File: src/rtl/mul_hilo_seq.sv
// Multiply sequencer with HI/LO result register: drives an external unsigned
// shift-add multiplier and wraps it with sign-magnitude handling for signed ops.
module mul_hilo_seq #(
    parameter int WIDTH      = 16,
    parameter int MUL_CYCLES = 33
) (
    input  logic                 Clk,
    input  logic                 Reset,
    input  logic                 Mul_Start,
    input  logic                 Signed,
    input  logic [WIDTH-1:0]     A,
    input  logic [WIDTH-1:0]     B,
    input  logic                 Hi_We,
    input  logic                 Lo_We,
    input  logic [WIDTH-1:0]     Wdata,
    input  logic [2*WIDTH-1:0]   Produto,
    output logic                 St,
    output logic [WIDTH-1:0]     Multiplicando,
    output logic [WIDTH-1:0]     Multiplicador,
    output logic                 Busy,
    output logic                 Done,
    output logic [WIDTH-1:0]     Hi,
    output logic [WIDTH-1:0]     Lo
);

    localparam int PW    = 2 * WIDTH;
    localparam int CNT_W = (MUL_CYCLES > 1) ? $clog2(MUL_CYCLES) : 1;
    localparam logic [CNT_W-1:0] CNT_LOAD = CNT_W'(MUL_CYCLES - 1);

    typedef enum logic [1:0] {
        S_IDLE  = 2'd0,
        S_START = 2'd1,
        S_WAIT  = 2'd2,
        S_DONE  = 2'd3
    } state_t;

    state_t           state;
    state_t           state_next;
    logic [CNT_W-1:0] cnt;
    logic             neg_result;
    logic             idle_like;
    logic             accept;
    logic             capture;

    // The most-negative operand negates to itself, which is exactly its
    // unsigned magnitude, so no extra overflow handling is needed.
    function automatic logic [WIDTH-1:0] magnitude(input logic [WIDTH-1:0] v,
                                                   input logic            is_signed);
        return (is_signed && v[WIDTH-1]) ? (~v + WIDTH'(1)) : v;
    endfunction

    function automatic logic [PW-1:0] apply_sign(input logic [PW-1:0] p,
                                                 input logic          neg);
        return neg ? (~p + PW'(1)) : p;
    endfunction

    always_comb begin
        idle_like  = (state == S_IDLE) || (state == S_DONE);
        accept     = idle_like && Mul_Start;
        capture    = (state == S_WAIT) && (cnt == '0);
        state_next = state;
        unique case (state)
            S_IDLE:  if (Mul_Start) state_next = S_START;
            S_START: state_next = S_WAIT;
            S_WAIT:  if (cnt == '0) state_next = S_DONE;
            S_DONE:  state_next = Mul_Start ? S_START : S_IDLE;
            default: state_next = S_IDLE;
        endcase
    end

    // Status outputs are registered from the next state so they line up with it.
    always_ff @(posedge Clk or negedge Reset) begin
        if (!Reset) begin
            state <= S_IDLE;
            St    <= 1'b0;
            Busy  <= 1'b0;
            Done  <= 1'b0;
        end else begin
            state <= state_next;
            St    <= (state_next == S_START);
            Busy  <= (state_next == S_START) || (state_next == S_WAIT);
            Done  <= (state_next == S_DONE);
        end
    end

    always_ff @(posedge Clk or negedge Reset) begin
        if (!Reset) begin
            cnt <= '0;
        end else if (state == S_START) begin
            cnt <= CNT_LOAD;
        end else if ((state == S_WAIT) && (cnt != '0)) begin
            cnt <= cnt - CNT_W'(1);
        end
    end

    always_ff @(posedge Clk or negedge Reset) begin
        if (!Reset) begin
            Multiplicando <= '0;
            Multiplicador <= '0;
            neg_result    <= 1'b0;
        end else if (accept) begin
            Multiplicando <= magnitude(A, Signed);
            Multiplicador <= magnitude(B, Signed);
            neg_result    <= Signed & (A[WIDTH-1] ^ B[WIDTH-1]);
        end
    end

    // Product capture and direct writes never coincide: writes are only
    // honoured outside START/WAIT, capture only happens in WAIT.
    always_ff @(posedge Clk or negedge Reset) begin
        if (!Reset) begin
            Hi <= '0;
            Lo <= '0;
        end else if (capture) begin
            {Hi, Lo} <= apply_sign(Produto, neg_result);
        end else if (idle_like) begin
            if (Hi_We) Hi <= Wdata;
            if (Lo_We) Lo <= Wdata;
        end
    end

endmodule
File: config.mk
export PLATFORM = sky130hd
export DESIGN_NAME = mul_hilo_seq
export DESIGN_NICKNAME = d
export VERILOG_FILES = /design/src/rtl/mul_hilo_seq.sv
export SDC_FILE = /design/constraint.sdc
export NUM_CORES = 1
export LEC_CHECK = 0
export ABC_AREA = 0
export CORE_UTILIZATION = 50
export CTS_CLUSTER_SIZE = 10
export DETAILED_ROUTE_END_ITERATION = 10
export DONT_BUFFER_PORTS = 1
export PLACE_DENSITY = 0.71
export SYNTH_ARGS = -nofsm -noshare
export SYNTH_HDL_FRONTEND = slang
export SYNTH_SLANG_ARGS = --single-unit
File: constraint.sdc
create_clock -name Clk -period 4.6 [get_ports Clk]
set_input_delay 0.46 -clock Clk [delete_from_list [all_inputs] [get_ports Clk]]
set_output_delay 0.46 -clock Clk [all_outputs]
set_load 0.02 [all_outputs]
# Word-level counts from Yosys, hierarchy flattened
# Cells that the tools add are included.
[classes]
add_sub_neg = 4
eq_ne = 6
n_mux = 15
bitwise = 5
n_reduce_logical = 16
[op_table]
columns = ["cell", "count"]
rows = [
  ["16-bit 2-to-1 mux", 8],
  ["16-bit by 1-bit adder with 16-bit output (second input constant)", 2],
  ["32-bit by 1-bit adder with 32-bit output (second input constant)", 1],
  ["32-bit 2-to-1 mux", 1],
  ["16-bit inverter", 2],
  ["32-bit inverter", 1],
  ["6-bit 2-to-1 mux", 2],
  ["2-bit == test (second input constant)", 4],
  ["2-bit case mux with 4 select lines", 1],
  ["2-bit nonzero test", 4],
  ["6-bit logical NOT", 1],
  ["6-bit nonzero test", 1],
  ["6-bit by 1-bit subtractor with 6-bit output (second input constant)", 1],
  ["1-bit logical AND", 5],
  ["2-bit by 1-bit == test with 1-bit output (second input constant)", 2],
  ["2-bit 2-to-1 mux", 2],
  ["2-bit AND reduction", 2],
  ["2-bit logical NOT", 1],
  ["1-bit logical OR", 2],
  ["1-bit AND", 1],
  ["1-bit 2-to-1 mux", 1],
  ["1-bit XOR", 1],
]
[word_totals]
register_bits = 76
inputBits = 86
output_inout_bits = 67
elab_cells = 56

# Logic depth before layout (Yosys ltp)
[logic_depth]
ltp_word = 5
ltp_mapped = 9
depth_no_buf = 8

# Least setup slack after synthesis
# No wires, ideal clock.
[synth_path]
kind = "register -> register"
start = "reg cnt[0]"
end = "reg Busy"
setup_time_ns = 0.063
arrival_ns = 2.108
required_ns = 4.537
path_slack_ns = 2.429
path_stages_with_launch = 10
path_buffers = 1
period_less_slack_ns = 2.171
cell_sequence = "dfrtp_1 inv_1 ha_1 or3b_2 nor3_1 nand2_1 clkbuf_1 o211ai_1 ha_1 inv_1"
[synth_between]
elab_chain_cells = 5
elab_cells_between_ends = 6
classes_between = "eq/ne: 2; mux: 2; reduce/logical: 2"
[synth_lines]
columns = ["item", "line_no", "text"]
rows = [
  ["start, declared", "39", "logic [CNT_W-1:0] cnt;"],
  ["start signal, assigned", "92", "cnt <= cnt - CNT_W'(1);"],
  ["6-bit logical NOT *", "65", "S_WAIT: if (cnt == '0) state_next = S_DONE;"],
  ["2-bit 2-to-1 mux *", "65", ""],
  ["2-bit case mux with 4 select lines *", "62", "unique case (state)"],
  ["named net state_next[0]", "38", "state_t state_next;"],
  ["2-bit by 1-bit == test with 1-bit output / 2-bit == test (equally long branches)", "81", "Busy <= (state_next == S_START) || (state_next == S_WAIT);"],
  ["1-bit logical OR *", "81", ""],
  ["end signal, assigned", "81", ""],
  ["end, declared", "20", "output logic Busy,"],
]
# The timed path passes the listed nets; every way through them passes the cells marked *.
# A chain may end at the register's enable or synchronous reset.

# Worst setup path in the final report
[layout_path]
start = "reg cnt[0]"
end = "reg Hi[7]"
[layout_between]
elab_chain_cells = 4
elab_cells_between_ends = 6
classes_between = "mux: 1; reduce/logical: 5"
[layout_lines]
columns = ["item", "line_no", "text"]
rows = [
  ["6-bit logical NOT *", "60", "capture = (state == S_WAIT) && (cnt == '0);"],
  ["1-bit logical AND *", "60", ""],
  ["2-bit nonzero test (no line)", "--", ""],
  ["2-bit AND reduction (no line)", "--", ""],
  ["end signal, assigned", "115", "{Hi, Lo} <= apply_sign(Produto, neg_result);"],
  ["end signal, assigned", "117", "if (Hi_We) Hi <= Wdata;"],
  ["end, declared", "22", "output logic [WIDTH-1:0] Hi,"],
]
# Every way passes the cells marked *; elsewhere a longest branch is shown, timed or not.

==> out/qor.yml <==
muxShareOfSynthArea: 0.0813
worstSkewPairLatency_ns: 0.34
worstPathMaxFanout: 31
synth_sequential_area_ratio: 0.416
rsz0062_at_grt: "false"
area_fraction_in_and_or_nand_and_nor_cells_after_synthesis: 0.157
timing.setup.critical_path_class: "reg2reg"
number_of_enable_type_register_cells_in_the_synthesized_netlist: 0
setup_viol: 0
regToRegSetupSlack_ns: 1.91
layout_worst_path_cycle_share: 0.585
fin_area_sq_um: 4800
layout_commonest_cell: "dfrtp_1"
grt_util_all_layers: 0.225
synth_compound_area_frac: 0.167
clk_pin_slew_worst_paths_ns: 0.08
timing.reg2reg.worst_path_depth: 8
max-vdd-ir-drop_mv: 0.295
numCtsBuffers: 9
num_antenna_cells: 0
floorplan.rows: 34
tritoncts_num_sinks: 76
largest_net_degree_at_the_start_of_global_routing: 77
firstDrtPassIters: 4
maxCapViolCount: 0
tritoncts: "done"
synthFlopType: "dfrtp_1"
synth.cell_area_sq_um: 4570
powerDensity_nw_per_um2: 659
routed_wl_um: 10500
yosys_warnings: 0
port-buffer-count: 0
layout_cell_share_with_drive_strength_beyond_1: 0.109
hold_class: "in2async"
drt-wirelength-per-cell_um: 17.6
htree_levels: 3
timing.slew.headroom: 0.272
regArea_sq_um: 1900
most-common-layout-cells: "dfrtp_1, nand2_1, o21ai_0"
antenna_found_initial: 0
postCtsResizedCells: 0
grt_pass1_vias: 3516
post_synth_num_cell_types: 43
reg2reg_from: "cnt[0]$_DFFE_PN0P_"
timing.rr.end: "Hi[7]$_DFFE_PN0P_"
number_of_fill_cells: 792
final-max-slew-violation-count: 0
ys_ff_latch: 76
finClkSkew_ns: 0.0118
starting_density_of_the_core: 0.521
synth_xor_area_frac: 0.117
postSynthAreaPerCell_sq_um: 9.28
synth_cells: 492
timing.final.hold_violations: 0
placeableCoreArea_sq_um: 8760
cp-start-kind: "register"
multi_input_area_sq_um: 2520
postCtsHoldBufs: 1
worst-endpoint-required_ns: 4.86
arrival_ns: 2.96
finalPower_w: 0.00316
grt_first_pass_wirelength_um: 17200
antenna_left: 0
drt_iter0_markers: 186
worst_setup_path_end_kind: "register"
nNetsFinal: 578
drcViolationCount: 0
async_flop_share: 1.00
p_leak_nw: 1.99
die-area_sq_um: 9520
global_route.overflow_total: 0
vias_per_cell: 5.88
run_status: "completed"
maxClockFrequency_mhz: 372
die_height_um: 97.6
syn_to_final_growth_pct: 4.98
synth.net_count: 588
ios: 153
setup_total_negative_slack_ns: 0
synth-adder-area-share: 0.0274
instance_area_at_placement_sq_um: 4620
dieWidth_um: 97.6
cts_setup_buffers: 0
cts_root_buffer: "clkbuf_8"
post-route-util: 0.547
globalplace.congestion: 0.834
main_combinational_cell_family_by_area_after_synthesis: "compound AO/OA/AOI/OAI gates"
worst-slew-pin-transition_ns: 1.09
route.vias.total: 3490
clk_path_buf_depth: 2
dp_hpwl_um: 7870
post-route-min-period_ns: 2.69
cell families (layout without fill, tap and decap cells):
family	count (synthesis)	count (layout)
buffers and inverters	38	32
AO/OA/AOI/OAI	124	124
XOR/XNOR	61	61
multiplexers	34	34
adder cells (fa/ha/maj)	10	10
flip-flops	76	76
AND/OR/NAND/NOR	149	149
stage by stage:
stage	std cells	hold slack, ns	setup slack, ns
floorplan	492	0.164	2.43
global placement	578	0.167	2.05
detailed placement	578	0.167	1.91
CTS	594	0.0184	1.91
global route	594	0.0214	1.65
finish	594	0.0140	1.91
metal layers:
| layer | track usage | up-vias | share of wire |
|---|---|---|---|
| met3 | 0.0885 | 22 | 0.10 |
| met1 | 0.272 | 1643 | 0.40 |
| met2 | 0.373 | 130 | 0.48 |
| met4 | 0.0622 | 0 | 0.016 |
| met5 | 0 | - | 0 |
| li1 | - | 1695 | - |
how the worst max path moves through the flow:
| stage | from | to | slack (ns) |
|---|---|---|---|
| floorplan | cnt[0]$_DFFE_PN0P_ | Busy$_DFF_PN0_ | 2.43 |
| global placement | cnt[0]$_DFFE_PN0P_ | Hi[14]$_DFFE_PN0P_ | 2.05 |
| detailed placement | cnt[0]$_DFFE_PN0P_ | Busy$_DFF_PN0_ | 1.91 |
| CTS | cnt[0]$_DFFE_PN0P_ | Busy$_DFF_PN0_ | 1.91 |
| global route | cnt[0]$_DFFE_PN0P_ | Hi[13]$_DFFE_PN0P_ | 1.65 |
| finish | cnt[0]$_DFFE_PN0P_ | Hi[7]$_DFFE_PN0P_ | 1.91 |
sequential cells by signal, indices dropped and copies added, names as in the netlist:
signal / cells
Busy: 1
Done: 1
Hi: 16
Lo: 16
Multiplicador: 16
Multiplicando: 16
St: 1
cnt: 6
neg_result: 1
state: 2
area by class of cell:
type                    count  share of cell area
well taps                 108              0.0282
repair buffers              2             0.00730
clock inverters             3             0.00313
inverters                  15              0.0117
flip-flops and latches     76               0.397
clock buffers              12              0.0282
multi-input cells         378               0.525
Yosys cell counts, drive strengths merged (2+ instances only):
cell | count | area [sq um]
a21oi | 25 | 125
a31oi | 3 | 18.8
and2 | 3 | 18.8
and3 | 2 | 12.5
buf | 4 | 23.8
clkbuf | 19 | 71.3
dfrtp | 76 | 1900
ha | 10 | 125
inv | 15 | 56.3
mux2 | 25 | 282
mux2i | 9 | 90.1
nand2 | 70 | 263
nand2b | 5 | 31.3
nand3 | 3 | 15.0
nor2 | 35 | 131
nor3 | 4 | 20.0
nor4 | 11 | 81.3
o21ai | 63 | 315
o31ai | 15 | 113
o41ai | 12 | 143
or3 | 5 | 36.3
or4 | 4 | 37.5
xnor2 | 25 | 219
xor2 | 36 | 315
critical path, stage by stage, from the launching register on:
cell and delay [ns]:
dfrtp_1 0.40, inv_1 0.06, ha_1 0.15, or3b_2 0.49, nor3_1 0.20, and2_1 0.83, buf_4 0.31, nor2_1 0.06
a21oi_1 0.12
power by group:
part           leakage [nW]  switching [W]  internal (W)  total [W]
Combinational         0.991       0.000581      0.000508    0.00109
Sequential            0.923       0.000645       0.00100    0.00165
Clock                0.0800       0.000235      0.000191   0.000426
Power figures use the tool's default switching activity.
